**src/rtl/serial_adder_defs.vh**
```
// Shared state encodings and default operand width for the serial adder.
`ifndef SERIAL_ADDER_DEFS_VH
`define SERIAL_ADDER_DEFS_VH
localparam logic [1:0] ST_IDLE = 2'd0;
localparam logic [1:0] ST_RUN  = 2'd1;
localparam logic [1:0] ST_DONE = 2'd2;
localparam int SA_WIDTH_DEFAULT = 8;
`endif

```
**src/rtl/serial_adder_pkg.sv**
```systemverilog
// Package wrapping the shared serial adder definitions.
package serial_adder_pkg;
  `include "serial_adder_defs.vh"

  typedef logic [1:0] sa_state_t;
endpackage

```
**src/rtl/serial_adder_fa_cell.sv**
```systemverilog
// Combinational 1-bit full adder used as the serial adder's datapath.
module fa_cell (
  input  logic a,
  input  logic b,
  input  logic ci,
  output logic s,
  output logic co
);
  assign s  = a ^ b ^ ci;
  assign co = (a & b) | (a & ci) | (b & ci);
endmodule

```
**src/rtl/serial_adder.sv**
```systemverilog
// Bit-serial adder/subtractor: one bit per clock, LSB first, through a single full-adder cell.
module serial_adder
  import serial_adder_pkg::*;
#(
  parameter int WIDTH = SA_WIDTH_DEFAULT
) (
  input  logic             Clk,
  input  logic             Rst_n,
  input  logic             Start,
  input  logic [WIDTH-1:0] A,
  input  logic [WIDTH-1:0] B,
  input  logic             Cin,
  input  logic             Sub,
  output logic             Busy,
  output logic             Done,
  output logic [WIDTH-1:0] Sum,
  output logic             Cout,
  output logic             Ovf
);
  localparam int CW = (WIDTH > 1) ? $clog2(WIDTH) : 1;

  sa_state_t        state_reg;
  logic [CW-1:0]    cnt_reg;
  logic             carry_reg;
  logic [WIDTH-1:0] a_reg;
  logic [WIDTH-1:0] b_reg;
  logic [WIDTH-1:0] sum_reg;
  logic             cout_reg;
  logic             ovf_reg;
  logic             fa_s;
  logic             fa_co;
  logic             last_bit;

  fa_cell u_fa (
    .a  (a_reg[0]),
    .b  (b_reg[0]),
    .ci (carry_reg),
    .s  (fa_s),
    .co (fa_co)
  );

  assign last_bit = (cnt_reg == CW'(WIDTH - 1));

  always_ff @(posedge Clk) begin
    if (!Rst_n) begin
      state_reg <= ST_IDLE;
      cnt_reg   <= '0;
      carry_reg <= 1'b0;
      a_reg     <= '0;
      b_reg     <= '0;
      sum_reg   <= '0;
      cout_reg  <= 1'b0;
      ovf_reg   <= 1'b0;
    end else begin
      case (state_reg)
        ST_IDLE: begin
          if (Start) begin
            // Subtract is A + ~B + 1, so Cin is replaced by a forced carry.
            a_reg     <= A;
            b_reg     <= B ^ {WIDTH{Sub}};
            carry_reg <= Sub | Cin;
            cnt_reg   <= '0;
            state_reg <= ST_RUN;
          end
        end
        ST_RUN: begin
          sum_reg   <= (sum_reg >> 1) | (WIDTH'(fa_s) << (WIDTH - 1));
          a_reg     <= a_reg >> 1;
          b_reg     <= b_reg >> 1;
          carry_reg <= fa_co;
          if (last_bit) begin
            // carry_reg here is the carry into the MSB.
            cout_reg  <= fa_co;
            ovf_reg   <= carry_reg ^ fa_co;
            state_reg <= ST_DONE;
          end else begin
            cnt_reg <= cnt_reg + 1'b1;
          end
        end
        ST_DONE: state_reg <= ST_IDLE;
        default: state_reg <= ST_IDLE;
      endcase
    end
  end

  assign Busy = (state_reg == ST_RUN);
  assign Done = (state_reg == ST_DONE);
  assign Sum  = sum_reg;
  assign Cout = cout_reg;
  assign Ovf  = ovf_reg;
endmodule

```
**config.mk**
```make
export PLATFORM = sky130hd
export DESIGN_NAME = serial_adder
export DESIGN_NICKNAME = d
export VERILOG_FILES = /design/src/rtl/serial_adder_pkg.sv /design/src/rtl/serial_adder_fa_cell.sv /design/src/rtl/serial_adder.sv
export VERILOG_INCLUDE_DIRS = /design/src /design/src/rtl
export SDC_FILE = /design/constraint.sdc
export NUM_CORES = 1
export LEC_CHECK = 0
export ABC_AREA = 1
export CAP_MARGIN = 25
export CORE_UTILIZATION = 50
export DETAILED_ROUTE_END_ITERATION = 6
export PLACE_DENSITY = 0.87
export SLEW_MARGIN = 15
export SYNTH_ARGS = -nofsm -noshare
export SYNTH_HDL_FRONTEND = slang
export SYNTH_SLANG_ARGS = --single-unit
export TNS_END_PERCENT = 50
```
**constraint.sdc**
```tcl
create_clock -name Clk -period 1.5 [get_ports Clk]
set_input_delay 0.3 -clock Clk [delete_from_list [all_inputs] [get_ports Clk]]
set_output_delay 0.3 -clock Clk [all_outputs]
set_load 0.05 [all_outputs]
```
# == Word-level counts from Yosys, hierarchy flattened ==
# Index checks and enable logic that the tools add are counted.
# totals
register_bits,32
output_inout_bits,12
elab_cells,44
# classes
reduce_logical,6
n_mux,12
bitwise_logic,11
eq_ne,6
addsub,1
# op_table
op,count
case mux 8 bit (2 select lines),2
two-way mux 8 bit,2
bitwise OR 7 x 8 -> 8 bit,1
bitwise XOR 8 bit,1
two-way mux 3 bit,2
case mux 3 bit (2 select lines),1
AND reduction 2 bit,3
two-way mux 2 bit,2
"inequality test 2 bit, second input constant",2
case mux 2 bit (2 select lines),1
"adder 3 x 1 -> 3 bit, second input constant",1
AND 1 bit,3
"== test 3 bit, second input constant",1
bitwise OR 1 bit,3
AND reduction 3 bit,1
bitwise XOR 1 bit,3
"== test 2 x 1 -> 1 bit, second input constant",1
"== test 2 bit, second input constant",1
logical NOT 2 bit,1
"inequality test 2 x 1 -> 1 bit, second input constant",1
case mux 1 bit (2 select lines),1
nonzero test 2 bit,1
two-way mux 1 bit,1

# == Logic depth before layout (Yosys ltp) ==
# logic_depth
word_depth,4
mapped_depth,7

# == Modules after synthesis ==
# Synthesis repeated with hierarchy kept, for this count alone.
# unflattened
cells_unflattened,217
hier_area_um2,1514.0
# by_module_without_submodules
module,cells_per_inst,area_per_inst_um2,n_inst,seq_area_each_um2
serial_adder,216,1493.9,1,640.6
fa_cell,1,20.0,1,0.0

# == Worst setup path after synthesis ==
# No wires, ideal clock.
# synth_path
kind,flip-flop to output port
startpoint,register state_reg[1]
endpoint,output Done
path_slack_ns,0.086
path_stages_with_launch,3
arrival_time_ns,1.114
n_path_buf,0
t_required_ns,1.200
path_cell_list,dfxtp_1 -> inv_2 -> nor2_1
# synth_via
elab_chain_len,1
# synth_rtl
element,line,source
from (decl),serial_adder.sv:22,sa_state_t state_reg;
from (signal assigned),serial_adder.sv:46,state_reg <= ST_IDLE;
from (signal assigned),serial_adder.sv:63,state_reg <= ST_RUN;
from (signal assigned),serial_adder.sv:75,state_reg <= ST_DONE;
== test 2 bit,serial_adder.sv:87,assign Done = (state_reg == ST_DONE);
to (decl),serial_adder.sv:15,"output logic Done,"
# Every way passes these cells.

# == Worst setup path in the final report ==
# layout_path
startpoint,register state_reg[0]
endpoint,output Busy
# layout_via
elab_chain_len,1
# layout_rtl
element,line,source
== test 2 x 1 -> 1 bit,serial_adder.sv:86,assign Busy = (state_reg == ST_RUN);
to (decl),serial_adder.sv:14,"output logic Busy,"
# Every way passes these cells.

==> results.cfg <==
[sta]
max_freq_ghz = 0.688
setup_ws_ns = 0.0472
rsz0062_at_grt = true
worstMarginPinSlew_ns = 0.247
slew_violations = 0
min_period_over_period_pct = 96.9
setup_violations = 0
tns_ns = 0
relSlewSlack_pct = 83.5
layout_min_cycle_time_ns = 1.45
fin_skew_ns = 0.0125
hold_violations = 0
holdWs_ns = 0.478

[cts]
cts_hold_buf = 0
clkTransAtPathRegs_ns = 0.10
root_buffer = clkbuf_4
cts_setup_buffers = 0
clk_path_buf_depth = 2
clock-sinks = 32
cts_made_buffers = 5
clock_latency_ns = 0.34
htreeDepth = 2
cts_tree = built

[synth]
yosysMostFrequentCell = nand2_1
seq_area_frac_synth_pct = 41.0
yosysWarnings = 0
syn_inst = 233
synthTopCellsByCount = 74 x nand2_1, 41 x nor2_1, 32 x dfxtp_1
ys_top_cells_by_area = dfxtp_1 41%, nand2_1 18%, nor2_1 9.9%, o21ai_0 6.1%, inv_1 4.6%
avgSynthCellArea_um2 = 6.70
synth_top_area_share_pct = 41.0
synth_edf_count = 0
syn-num-nets = 257
syn_area_um2 = 1560
yosysUniqueCellTypes = 22
synth_area_leader_cell = dfxtp_1
synth_ff_type = dfxtp_1
synth-seq-cells = 32
async_flop_share_pct = 0

[setup_path]
startpoint_type = flop
crit_type = reg -> out
path_cells = inv_2 > nor2_4 > buf_12
arrival_ns = 1.15
critPathRequiredTime_ns = 1.20
critPathTopFamily = flip-flops
crit_slowest_cell = dfxtp_4
cp_num_buf_inv = 2
reg2reg_slack_ns = 0.17
crit_path_end_kind = primary output
cpPeakStageDelay_ns = 0.40
cp_max_fo = 5

[floorplan]
io_pins = 33
die_x_um = 57.9
dieArea_um2 = 3350
start_util_pct = 54.7
die_h_um = 57.9
fp-row-count = 19
core_region_area_um2 = 2850

[routing]
firstDrtPassIters = 6
wl_per_cell_um = 11.6
drtIter0Drc = 58
viasPerCell = 4.94
routed_wl_um = 3530
drcViolationCount = 2
ant_nets = 0
vias = 1497

[place]
dp_hpwl_um = 2540
numPortBuffers = 32
routabilityCongestion = 0.839
dp_slack_ns = -0.0329

[finish]
final_nets = 295
regArea_um2 = 646
multi_input_area_um2 = 778
fillerInstances = 198
final_layout_size_suffix_gt1_share_pct = 15.4
area_delta_synth_final_pct = 38.9
num_antenna_cells = 0

[flow_run]
maxCapViolCount = 0

[grt]
grt_use_total_pct = 23.5
grt_max_degree = 21
grt_overflow_total = 0
grt_pass1_vias = 1434
grt_pass1_wl_um = 6040
antenna_found_initial = 0

[hold_path]
min_path_type = reg -> reg

[power_and_ir_drop]
power_density_nw_per_um2 = 1010
p_leak_nw = 1.03
peakVddDrop_mv = 0.707

[outcome]
status = finished, violations left
violations = design-rule violations
-- report_power, final --
group          internal [W]  switching, W
Combinational      0.000227      0.000260
Sequential         0.000913     0.0000459
Clock              0.000442      0.000306
Total               0.00158      0.000613
-- layout make-up --
class | count | share of cell area, %
inverter | 21 | 3.63
clock buffer | 7 | 3.00
tap | 31 | 1.79
clock inverter | 1 | 1.38
multi-input combinational | 170 | 35.9
sequential | 32 | 29.8
timing repair buffer | 41 | 24.6
-- final timing paths --
check             cells after the start  endpoint    startpoint
setup / recovery                      3      Busy  state_reg[0]
hold / removal                        2  a_reg[7]      a_reg[7]
setup reg to reg                      5  b_reg[3]  state_reg[1]
hold reg to reg                       2  a_reg[7]      a_reg[7]
-- through the flow --
stage,cells,cell area [µm²],utilization (%),power (W)
2_1_floorplan,233,1560,-,0.00125
3_3_place_gp,295,2060,72.3,0.00144
3_5_place_dp,295,2060,72.3,0.00146
4_1_cts,303,2170,76.0,0.00220
5_1_grt,303,2170,76.1,0.00230
6_report,303,2170,76.1,0.00219
-- cells by family (layout without fill, tap and decap cells) --
| family | count (synthesis) | after routing | share of synthesized area, % |
|---|---|---|---|
| flops | 32 | 32 | 41.0 |
| simple gates | 135 | 135 | 35.3 |
| compound gates | 31 | 31 | 10.7 |
| buf+inv | 31 | 70 | 9.62 |
| xor+xnor | 1 | 1 | 0.561 |
| fa+ha+maj | 3 | 3 | 2.88 |
-- routing by layer --
metal,GRT usage [%],routed length [µm],vias up
met4,9.86,77,0
li1,-,-,799
met1,26.2,1460,655
met5,0,0,-
met2,41.9,1820,35
met3,6.70,168,8
-- worst reg2reg max path: stages (launching register included) --
cell and delay (ns):
dfxtp_2 0.38, inv_2 0.10, nand2_4 0.17, nand2_2 0.20, buf_4 0.22, a21oi_1 0.17
-- layout by cell type (no fill, tap or decap), drive strengths merged --
cell / Yosys / final
or2: 2 / 2
nand3: 13 / 13
fa: 1 / 1
clkdlybuf4s50: 0 / 20
a21oi: 10 / 10
buf: 8 / 21
ha: 2 / 2
inv: 21 / 21
xor2: 1 / 1
nor2: 43 / 43
bufinv: 0 / 1
dfxtp: 32 / 32
clkbuf: 2 / 7
nand2: 77 / 77
o21ai: 21 / 21
-- repair_timing --
item | CTS | global route
hold endpoints to repair | 0 | 0
gates cloned | 0 | 0
pin swaps | 0 | 1
setup endpoints to repair | 2 | 2
resized for setup | 4 | 1
Note: power is estimated with default switching activity, not from simulation.
